[src/rtl/kamus_fetch_unit.sv]
// rtl/kamus_fetch_unit.sv - kamus-v instruction fetch stage with response FIFO and redirect squash
module kamus_fetch_unit #(
  parameter logic [31:0] RESET_ADDR = 32'h0000_0000,
  parameter int unsigned FIFO_DEPTH = 4
) (
  input  logic        clk_i,
  input  logic        rst_i,
  output logic        imem_req_o,
  output logic [31:0] imem_addr_o,
  input  logic        imem_gnt_i,
  input  logic        imem_rvalid_i,
  input  logic [31:0] imem_rdata_i,
  input  logic        redirect_i,
  input  logic [31:0] redirect_addr_i,
  output logic        instr_valid_o,
  input  logic        instr_ready_i,
  output logic [31:0] instr_o,
  output logic [31:0] instr_pc_o
);
  localparam int unsigned PTR_W = $clog2(FIFO_DEPTH);
  localparam int unsigned CNT_W = $clog2(FIFO_DEPTH + 1);
  localparam int unsigned CW1   = CNT_W + 1;
  localparam logic [CNT_W:0] DEPTH_C = CW1'(FIFO_DEPTH);
  localparam logic [31:0] NOP = 32'h0000_0013;

  typedef enum logic [1:0] {BOOT = 2'd0, RUN = 2'd1, DRAIN = 2'd2} state_e;
  typedef struct packed {
    logic [31:0] word;
    logic [31:0] pc;
  } entry_t;

  state_e           state_q, state_d;
  logic [31:0]      pc_q, pc_d, resp_pc_q, resp_pc_d;
  logic [CNT_W-1:0] outstanding_q, outstanding_d;
  logic [CNT_W-1:0] drop_q, drop_d;
  logic [CNT_W-1:0] cnt_q, cnt_d;
  logic [PTR_W-1:0] rd_ptr_q, rd_ptr_d, wr_ptr_q, wr_ptr_d;
  entry_t           mem_q [FIFO_DEPTH];
  entry_t           mem_d [FIFO_DEPTH];

  logic        gnt, rv_run, rv_drain, redir, push, pop;
  logic [31:0] redir_pc;
  logic        unused_addr_bits;

  assign gnt      = imem_req_o & imem_gnt_i;
  assign rv_run   = (state_q == RUN) && imem_rvalid_i && (outstanding_q != '0);
  assign rv_drain = (state_q == DRAIN) && imem_rvalid_i && (drop_q != '0);
  assign redir    = redirect_i && (state_q != BOOT);
  assign pop      = instr_valid_o & instr_ready_i;
  assign push     = rv_run & ~redir;
  assign redir_pc = {redirect_addr_i[31:2], 2'b00};
  assign unused_addr_bits = ^redirect_addr_i[1:0];

  // Responses still in flight at a redirect belong to the old stream and are counted into drop_cnt.
  always_comb begin
    pc_d          = pc_q;
    resp_pc_d     = resp_pc_q;
    outstanding_d = outstanding_q;
    drop_d        = drop_q;
    cnt_d         = cnt_q;
    rd_ptr_d      = rd_ptr_q;
    wr_ptr_d      = wr_ptr_q;
    mem_d         = mem_q;
    if (redir) begin
      pc_d          = redir_pc;
      resp_pc_d     = redir_pc;
      outstanding_d = '0;
      drop_d        = drop_q + outstanding_q + CNT_W'(gnt) - CNT_W'(rv_run | rv_drain);
      cnt_d         = '0;
      rd_ptr_d      = '0;
      wr_ptr_d      = '0;
    end else begin
      if (gnt) pc_d = pc_q + 32'd4;
      outstanding_d = outstanding_q + CNT_W'(gnt) - CNT_W'(rv_run);
      drop_d        = drop_q - CNT_W'(rv_drain);
      if (push) begin
        mem_d[wr_ptr_q] = '{word: imem_rdata_i, pc: resp_pc_q};
        wr_ptr_d        = wr_ptr_q + PTR_W'(1);
        resp_pc_d       = resp_pc_q + 32'd4;
      end
      if (pop) rd_ptr_d = rd_ptr_q + PTR_W'(1);
      cnt_d = cnt_q + CNT_W'(push) - CNT_W'(pop);
    end
  end

  always_comb begin
    state_d = state_q;
    unique case (state_q)
      BOOT:    state_d = RUN;
      RUN:     if (redir && (drop_d != '0)) state_d = DRAIN;
      DRAIN:   if (drop_d == '0) state_d = RUN;
      default: state_d = BOOT;
    endcase
  end

  // Credit rule: a request is only issued when its response is guaranteed a FIFO slot.
  always_comb begin
    imem_req_o    = (state_q == RUN) && (({1'b0, outstanding_q} + {1'b0, cnt_q}) < DEPTH_C);
    imem_addr_o   = pc_q;
    instr_valid_o = (cnt_q != '0);
    instr_o       = instr_valid_o ? mem_q[rd_ptr_q].word : NOP;
    instr_pc_o    = instr_valid_o ? mem_q[rd_ptr_q].pc : 32'h0;
  end

  always_ff @(posedge clk_i) begin
    if (rst_i) begin
      state_q       <= BOOT;
      pc_q          <= RESET_ADDR;
      resp_pc_q     <= RESET_ADDR;
      outstanding_q <= '0;
      drop_q        <= '0;
      cnt_q         <= '0;
      rd_ptr_q      <= '0;
      wr_ptr_q      <= '0;
    end else begin
      state_q       <= state_d;
      pc_q          <= pc_d;
      resp_pc_q     <= resp_pc_d;
      outstanding_q <= outstanding_d;
      drop_q        <= drop_d;
      cnt_q         <= cnt_d;
      rd_ptr_q      <= rd_ptr_d;
      wr_ptr_q      <= wr_ptr_d;
    end
  end

  always_ff @(posedge clk_i) begin
    mem_q <= mem_d;
  end

  a_rvalid_has_outstanding: assert property (@(posedge clk_i) disable iff (rst_i)
    (imem_rvalid_i && (state_q == RUN)) |-> (outstanding_q != '0));

endmodule

[config.mk]
export PLATFORM = sky130hd
export DESIGN_NAME = kamus_fetch_unit
export DESIGN_NICKNAME = d
export VERILOG_FILES = /design/src/rtl/kamus_fetch_unit.sv
export SDC_FILE = /design/constraint.sdc
export NUM_CORES = 1
export LEC_CHECK = 0
export ABC_AREA = 1
export BUFFER_PORTS_ARGS = -buffer_cell sky130_fd_sc_hd__buf_2
export CORE_MARGIN = 1
export CORE_UTILIZATION = 48
export DETAILED_ROUTE_END_ITERATION = 12
export PLACE_DENSITY = 0.67
export REMOVE_ABC_BUFFERS = 1
export SYNTH_ARGS = -nofsm -noshare
export SYNTH_HDL_FRONTEND = slang
export SYNTH_SLANG_ARGS = --single-unit
[constraint.sdc]
create_clock -name clk_i -period 10.4 [get_ports clk_i]
set_input_delay 1.56 -clock clk_i [delete_from_list [all_inputs] [get_ports clk_i]]
set_output_delay 1.56 -clock clk_i [all_outputs]
set_load 0.05 [all_outputs]
==> impl_metrics.csv, run 1 <==
group,metric,value,unit
status,status,"complete, no violations",
global_routing,antenna_found_initial,0,
route,drc,0,
flow_run,cap_violations,0,
worst_setup_path,crit_family,"buffers and inverters",
floorplanning,core_area,30600,sq um
worst_setup_path,crit_chain,"inv_2 -> buf_4 -> o21ai_0 -> a21oi_1 -> buf_2",
floorplanning,dieArea,31900,sq um
placement,placed_area,16000,sq um
clock_tree,worstSkewPairLatency,520,ps
synthesis,ys_ff_latch,323,
synthesis,syn_inst,1645,
route,vias_per_cell,5.28,
synthesis,synth_compound_gate_area_share,11.7,%
synthesis,synth_xor_area_share,0.996,%
global_routing,first_global_vias,10500,
synthesis,synthArstFlopShare,0,%
worst_setup_path,crit_slowest_cell,"buf_4",
cells_and_area,design_area,17200,sq um
floorplanning,initial_core_util,48.9,%
timing,maxSlewHeadroom,18.7,%
worst_setup_path,cp_max_fo,74,
clock_tree,root_buffer,"clkbuf_16",
timing,tns,0,ps
synthesis,syn_avg_cell_area,9.09,sq um
worst_setup_path,startpoint_type,"register",
timing,post-route-min-period,4730,ps
floorplanning,row_count,64,
route,routedWlPerCell,16.2,um
timing,finClkSkew,17.5,ps
synthesis,yosysSeqAreaShare,59.8,%
placement,io_buffers,161,
clock_tree,hold_buffers,0,
timing,rsz0062_at_grt,"false",
floorplanning,ioPinCount,168,
synthesis,synth.area.mux_share,0,%
cells_and_area,final_nets,1870,
worst_setup_path,cp-end-kind,"output port",
timing,setup_violations,0,
pwr,cellPowerDensity,251,nW/um^2
global_routing,grt_pass1_wl,54400,um
cells_and_area,diodes,0,
clock_tree,post_cts_buffers,0,
synthesis,synth_top_family_by_area,"simple AND/OR/NAND/NOR gates",
pwr,p_switching,1.77,mW
clock_tree,cts_tree,"built",
synthesis,synth-adder-area-share,1.87,%
global_routing,grt-ovfl-total,0,
route,drtAntennaViolNets,0,
placement,dp_hpwl,21400,um
pwr,power_leakage,6.65,nW
route,drt_iter0_markers,843,
synthesis,synth_cell_types,39,
worst_hold_path,holdCritPathClass,"reg2reg",
pwr,power_frac_seq,36.8,%
cells_and_area,drive_gt1_share,13.8,%
route,wl,35700,um
timing,report.final.slew_viol_count,0,
worst_setup_path,critical_path_arrival,3170,ps
synthesis,synth-simple-area-share,20.3,%
clock_tree,cts.sinks,323,
synthesis,ys.warnings.count,0,
global_routing,grt_max_degree,83,
floorplanning,die_w,178,um
synthesis,synthesis.area,15000,sq um
clock_tree,numCtsBuffers,36,
clock_tree,clk_path_buf_depth,3,
pwr,comb_power_share,34.4,%
pwr,peakVddDrop,212,uV
route,route.vias.total,11600,
pwr,swShare,41.1,%
clock_tree,clk_pin_slew,60,ps
worst_setup_path,max_stage_delay,680,ps
synthesis,synth_edf_count,248,
floorplanning,die_h,178,um
pwr,internal-power,2.54,mW
synthesis,ys.flop_type,"edfxtp_1",
worst_setup_path,crit_buf_inv,3,
worst_setup_path,cp_data_required_time,8840,ps
pwr,pwr-share-clk,28.8,%
worst_setup_path,crit_type,"reg2out",
timing,tightest_slew,1220,ps
global_routing,track_usage,22.0,%
clock_tree,h-tree-depth,2,
timing,hold_violations,0,
placement,routabilityCongestion,0.898,
clock_tree,cts_resized,0,
timing,min_period_over_period,45.5,%
timing,fmax,211,MHz
cells_and_area,area_growth,15.0,%
route,dr.pass1.iters,6,
[cell usage after synthesis (all sizes together) (12+ instances only)]
library cell | instances | area share (%)
buf | 32 | 1.2
ha | 16 | 1.3
nand2 | 293 | 7.5
inv | 112 | 2.8
xor2 | 12 | 0.70
a31oi | 15 | 0.63
edfxtp | 248 | 50
nand3b | 14 | 0.70
clkbuf | 46 | 1.2
a21oi | 112 | 3.7
nor2 | 383 | 9.7
o21ai | 194 | 6.6
nand3 | 53 | 1.8
dfxtp | 75 | 10
[kinds of logic after synthesis]
family          count (synthesis)
flops                         323
xor+xnor                       17
other cells                     1
compound gates                336
buf+inv                       190
simple gates                  758
fa+ha+maj                      20
[worst min-delay path: stages (launching register included)]
cell and delay [ps]:
dfxtp_1 340, nand2_1 70, a21oi_1 60
[final cells by class]
class | instances | area (sq um)
clock buffers | 48 | 986
clock inverters | 15 | 176
multi-input cells | 1135 | 5270
fillers | 2692 | 13400
well taps | 396 | 495
inverters | 112 | 420
flip-flops and latches | 323 | 8950
repair buffers | 172 | 888
[registers in the layout, indices dropped and copies added (netlist names)]
name and flops:
cnt_q 3, drop_q 3, imem_addr_o 30, mem_q 248, outstanding_q 3, rd_ptr_q 2, resp_pc_q 30, state_q 2
wr_ptr_q 2
[worst paths after layout]
path	from	endpoint	slack (ps)	cells after the start
setup / recovery	rd_ptr_q[0]	instr_pc_o[26]	5670	5
hold / removal	wr_ptr_q[0]	wr_ptr_q[0]	520	2
setup reg to reg	outstanding_q[1]	state_q[0]	6620	19
hold reg to reg	wr_ptr_q[0]	wr_ptr_q[0]	520	2
[per-layer routing]
| metal | GRT usage, % | vias up | wire length (um) | part of all wire [%] |
|---|---|---|---|---|
| met2 | 35.4 | 376 | 16500 | 46 |
| met5 | 0 | - | 0 | 0 |
| met4 | 7.66 | 0 | 912 | 2.6 |
| met1 | 30.3 | 5406 | 15900 | 44 |
| met3 | 3.41 | 68 | 2460 | 6.9 |
| li1 | - | 5781 | - | - |
[power groups by stage]
stage	sequential (mW)	combinational, mW	clock [mW]
floorplan	1.66	1.02	0
global placement	1.61	1.47	0
global route	1.60	1.60	1.31
finish	1.58	1.48	1.24
CTS	1.58	1.49	1.26
detailed placement	1.61	1.48	0
[cells in the final DEF (no fill, tap or decap), types with 2 or more instances in the layout]
cell type / synthesis / routed
o21ai_0: 192 / 192
bufinv_16: 0 / 3
a31oi_1: 15 / 15
buf_4: 5 / 11
clkinvlp_4: 0 / 2
nor3_1: 4 / 3
xnor2_1: 5 / 5
dfxtp_1: 75 / 73
nand3_1: 53 / 53
conb_1: 1 / 4
clkbuf_1: 45 / 8
nand2_1: 290 / 290
nand3b_1: 14 / 14
or2_2: 6 / 6
fa_1: 4 / 4
buf_2: 18 / 161
clkbuf_16: 0 / 36
xor2_1: 12 / 12
ha_1: 16 / 16
a21boi_0: 6 / 6
nand4_1: 3 / 3
o311ai_0: 3 / 3
edfxtp_1: 248 / 248
inv_1: 108 / 107
clkinv_2: 0 / 3
o21bai_1: 4 / 4
inv_2: 4 / 5
nor2_4: 2 / 6
a21oi_1: 112 / 112
clkinv_1: 0 / 3
nor2_1: 380 / 376
clkbuf_8: 0 / 4
[through the flow]
| step | hold slack (ps) | total power, mW | util [%] | setup WS, ps | instances |
|---|---|---|---|---|---|
| 5_1_grt | 561 | 4.51 | 56.2 | 5450 | 2201 |
| 4_1_cts | 520 | 4.34 | 56.2 | 5650 | 2201 |
| 6_report | 518 | 4.31 | 56.2 | 5670 | 2201 |
| 3_3_place_gp | 497 | 3.08 | 52.4 | 5490 | 2138 |
| 3_5_place_dp | 504 | 3.09 | 52.4 | 5450 | 2138 |
| 2_1_floorplan | 480 | 2.68 | - | 3060 | 1570 |
Power figures use the tool's default switching activity.
==> inputs of run 2 (changes only) <==
--- a/config.mk
+++ b/config.mk
@@ -5,12 +5,12 @@
 export SDC_FILE = /design/constraint.sdc
 export NUM_CORES = 1
 export LEC_CHECK = 0
-export ABC_AREA = 1
+export ABC_AREA = 0
 export BUFFER_PORTS_ARGS = -buffer_cell sky130_fd_sc_hd__buf_2
 export CORE_MARGIN = 1
 export CORE_UTILIZATION = 48
 export DETAILED_ROUTE_END_ITERATION = 12
-export PLACE_DENSITY = 0.67
+export PLACE_DENSITY = 0.68
 export REMOVE_ABC_BUFFERS = 1
 export SYNTH_ARGS = -nofsm -noshare
 export SYNTH_HDL_FRONTEND = slang
==> constraint.sdc (replaced) <==
create_clock -name clk_i -period 4.6 [get_ports clk_i]
set_input_delay 0.69 -clock clk_i [delete_from_list [all_inputs] [get_ports clk_i]]
set_output_delay 0.69 -clock clk_i [all_outputs]
set_load 0.05 [all_outputs]
==> run 2 against run 1 <==
  * Count of clock-buffer cells in the layout shrank 4
  * Synthesized cell count shrank 47%
  * Non-clock buffer count shrank 3
  * Sequential power grew 130%
  * Sequential share of layout area grew 4.9 points
  * Critical path depth shrank 1
  * Synthesized area shrank 10%
  * Clock power grew 110%
  * Register-to-register slack lost 5400 ps
  * Combinational power grew 79%
  * Utilization grew 1.5 points
  * Largest cell class unchanged
==> impl_metrics.csv, run 2 <==
group,metric,value,unit
synthesis,yosysTopAreaCellShare,55.4,%
pwr,swShare,35.5,%
worst_setup_path,crit_chain,"buf_12 -> mux4_2 -> and2_1 -> buf_2",
clock_tree,h-tree-depth,2,
worst_setup_path,critical_path_arrival,2660,ps
clock_tree,hold_buffers,0,
cells_and_area,diodes,0,
timing,min_period_over_period,72.9,%
status,status,"complete, no violations",
placement,io_buffers,161,
cells_and_area,final_nets,1121,
route,wl,26500,um
flow_run,cap_violations,0,
placement,routabilityCongestion,0.872,
synthesis,yosysSeqAreaShare,66.5,%
route,routedWlPerCell,18.6,um
cells_and_area,final_common_cell,"edfxtp_1",
route,route.vias.total,7659,
clock_tree,cts_tree,"built",
pwr,cellPowerDensity,564,nW/um^2
timing,tightest_slew,934,ps
timing,fmax,298,MHz
synthesis,post-synth-top-area-cell,"edfxtp_1",
synthesis,ys_top_cells_by_count,"edfxtp_1, dfxtp_1, and2_1",
cells_and_area,fin_util,57.7,%
clock_tree,numCtsBuffers,34,
route,drt-met1-wl,12100,um
worst_setup_path,cp_data_required_time,3910,ps
worst_setup_path,startpoint_type,"register",
cells_and_area,largest_reg_flops,248,
timing,rsz0062_at_grt,"false",
placement,dp_hpwl,16600,um
global_routing,track_usage,18.9,%
route,drt_iter0_markers,449,
global_routing,grt_max_degree,80,
global_routing,antenna_found_initial,0,
pwr,pwr-share-clk,29.1,%
cells_and_area,top_register,"mem_q",
floorplanning,row_count,60,
clock_tree,clk_path_buf_depth,3,
worst_setup_path,cp-end-kind,"output port",
synthesis,ys.flop_type,"edfxtp_1",
route,routed-wl-met2,12400,um
cells_and_area,nFillCells,2180,
timing,tns,0,ps
floorplanning,ioPinCount,168,
cells_and_area,multi_input_area,4240,sq um
pwr,power_frac_seq,41.0,%
route,dr.pass1.iters,5,
floorplanning,dieArea,28700,sq um
floorplanning,initial_core_util,49.3,%
clock_tree,cts_resized,0,
worst_setup_path,crit_type,"reg2out",
timing,report.final.slew_viol_count,0,
global_routing,first_global_vias,7801,
worst_setup_path,endpoint,"instr_pc_o[21]",
global_routing,grt_pass1_wl,41800,um
clock_tree,cts.sinks,323,
pwr,internal-power,5.72,mW
route,drtAntennaViolNets,0,
worst_setup_path,cp-startpoint,"rd_ptr_q[0]",
worst_setup_path,regToRegSetupSlack,1260,ps
synthesis,synthesis.area,13400,sq um
worst_setup_path,r2r_cells,12,
pwr,power_leakage,5.52,nW
timing,finClkSkew,12.8,ps
synthesis,syn_avg_cell_area,15.5,sq um
synthesis,syn_inst,869,
floorplanning,die_h,169,um
cells_and_area,area_growth,16.9,%
route,dr_wl_met3,1570,um
synthesis,synthArstFlopShare,0,%
clock_tree,root_buffer,"clkbuf_16",
worst_setup_path,rr_startpoint,"outstanding_q[1]",
route,vias_per_cell,5.37,
placement,place_inst,1367,
timing,setup_violations,0,
worst_setup_path,cp_max_fo,40,
floorplanning,die_w,169,um
floorplanning,core_area,27300,sq um
synthesis,ys_ff_latch,323,
clock_tree,worstSkewPairLatency,500,ps
worst_setup_path,crit_slowest_cell,"dfxtp_4",
worst_setup_path,r2r_end,"state_q[0]",
cells_and_area,drive_gt1_share,28.1,%
pwr,comb_power_share,29.9,%
timing,holdWs,404,ps
worst_setup_path,max_stage_delay,900,ps
synthesis,synth_edf_count,248,
timing,post-route-min-period,3350,ps
cells_and_area,seq_area,8950,sq um
synthesis,ys.warnings.count,0,
global_routing,grt-ovfl-total,0,
synthesis,synth.most_common_cell,"edfxtp_1",
timing,maxSlewHeadroom,37.7,%
clock_tree,post_cts_buffers,0,
timing,hold_violations,0,
route,highest_layer,"met4",
synthesis,synth_area_leaders,"edfxtp_1, dfxtp_1, mux4_2",
pwr,p_switching,3.15,mW
cells_and_area,fin_cells,1425,
clock_tree,clk_pin_slew,60,ps
worst_hold_path,holdCritPathClass,"in2reg",
pwr,peakVddDrop,248,uV
synthesis,synth_cell_types,53,
route,drc,0,
cells_and_area,final_cell_mix,"edfxtp_1, buf_2, dfxtp_1, and2_1, mux4_2",
## run 2: cell types whose count changed after synthesis, sizes merged, moves of 31 or more
cell,change
nor2,-359
nand2,-265
o21ai,-190
inv,-89
and2,+62
mux4,+62
a21oi,-56
nand3,-32
xnor2,+31
## run 2: cell families after synthesis
kind of cell	after synthesis	share of synthesized area, %
other	1	0.0279
AND/OR/NAND/NOR	224	9.69
XOR/XNOR	60	4.02
multiplexers	64	10.5
AO/OA/AOI/OAI	108	4.94
flip-flops	323	66.5
buffers and inverters	69	2.15
adder cells (fa/ha/maj)	20	2.08
## run 2: layout make-up
type / instances / area share, %
flip-flops and latches: 323 / 56.9
multi-input cells: 480 / 26.9
clock buffers: 44 / 5.94
repair buffers: 169 / 5.90
well taps: 372 / 2.96
clock inverters: 14 / 0.772
inverters: 23 / 0.549
## run 2: critical path: cells and delay by family, from the launching register on
| family | cells | cell delay [ps] |
|---|---|---|
| buffers and inverters | 2 | 530 |
| and+or+nand+nor | 1 | 180 |
| muxes | 1 | 530 |
| DFF | 1 | 900 |
## run 2: worst min-delay path by stage
| stage | cells after the start | end | start | slack [ps] |
|---|---|---|---|---|
| 3_3_place_gp | 0 | mem_q[19] | resp_pc_q[19] | 520 |
| 2_1_floorplan | 0 | mem_q[147] | resp_pc_q[19] | 480 |
| 5_1_grt | 1 | mem_q[36] | imem_rdata_i[4] | 390 |
| 6_report | 1 | mem_q[118] | imem_rdata_i[22] | 400 |
| 4_1_cts | 1 | mem_q[232] | imem_rdata_i[8] | 380 |
| 3_5_place_dp | 2 | imem_addr_o[3] | imem_addr_o[3] | 520 |
## run 2: power by group through the flow
stage / sequential, mW / clock, mW / combinational, mW
4_1_cts: 3.64 / 2.65 / 2.69
3_3_place_gp: 3.69 / 0 / 2.67
3_5_place_dp: 3.70 / 0 / 2.68
5_1_grt: 3.68 / 2.75 / 2.83
2_1_floorplan: 3.80 / 0 / 1.89
6_report: 3.64 / 2.58 / 2.65
## run 2: stage by stage
step | worst slack (ps) | power [mW] | cell area, sq um
detailed placement | 1120 | 6.39 | 14700
global placement | 1150 | 6.36 | 14700
CTS | 1150 | 8.98 | 15700
floorplan | -3240 | 5.69 | 13300
global route | 1050 | 9.26 | 15700
finish | 1250 | 8.87 | 15700
## run 2: metal layers
layer	vias up	global-route usage (%)
li1	3642	-
met1	3768	26.3
met2	215	30.7
met3	34	3.59
met4	0	5.01
met5	-	0
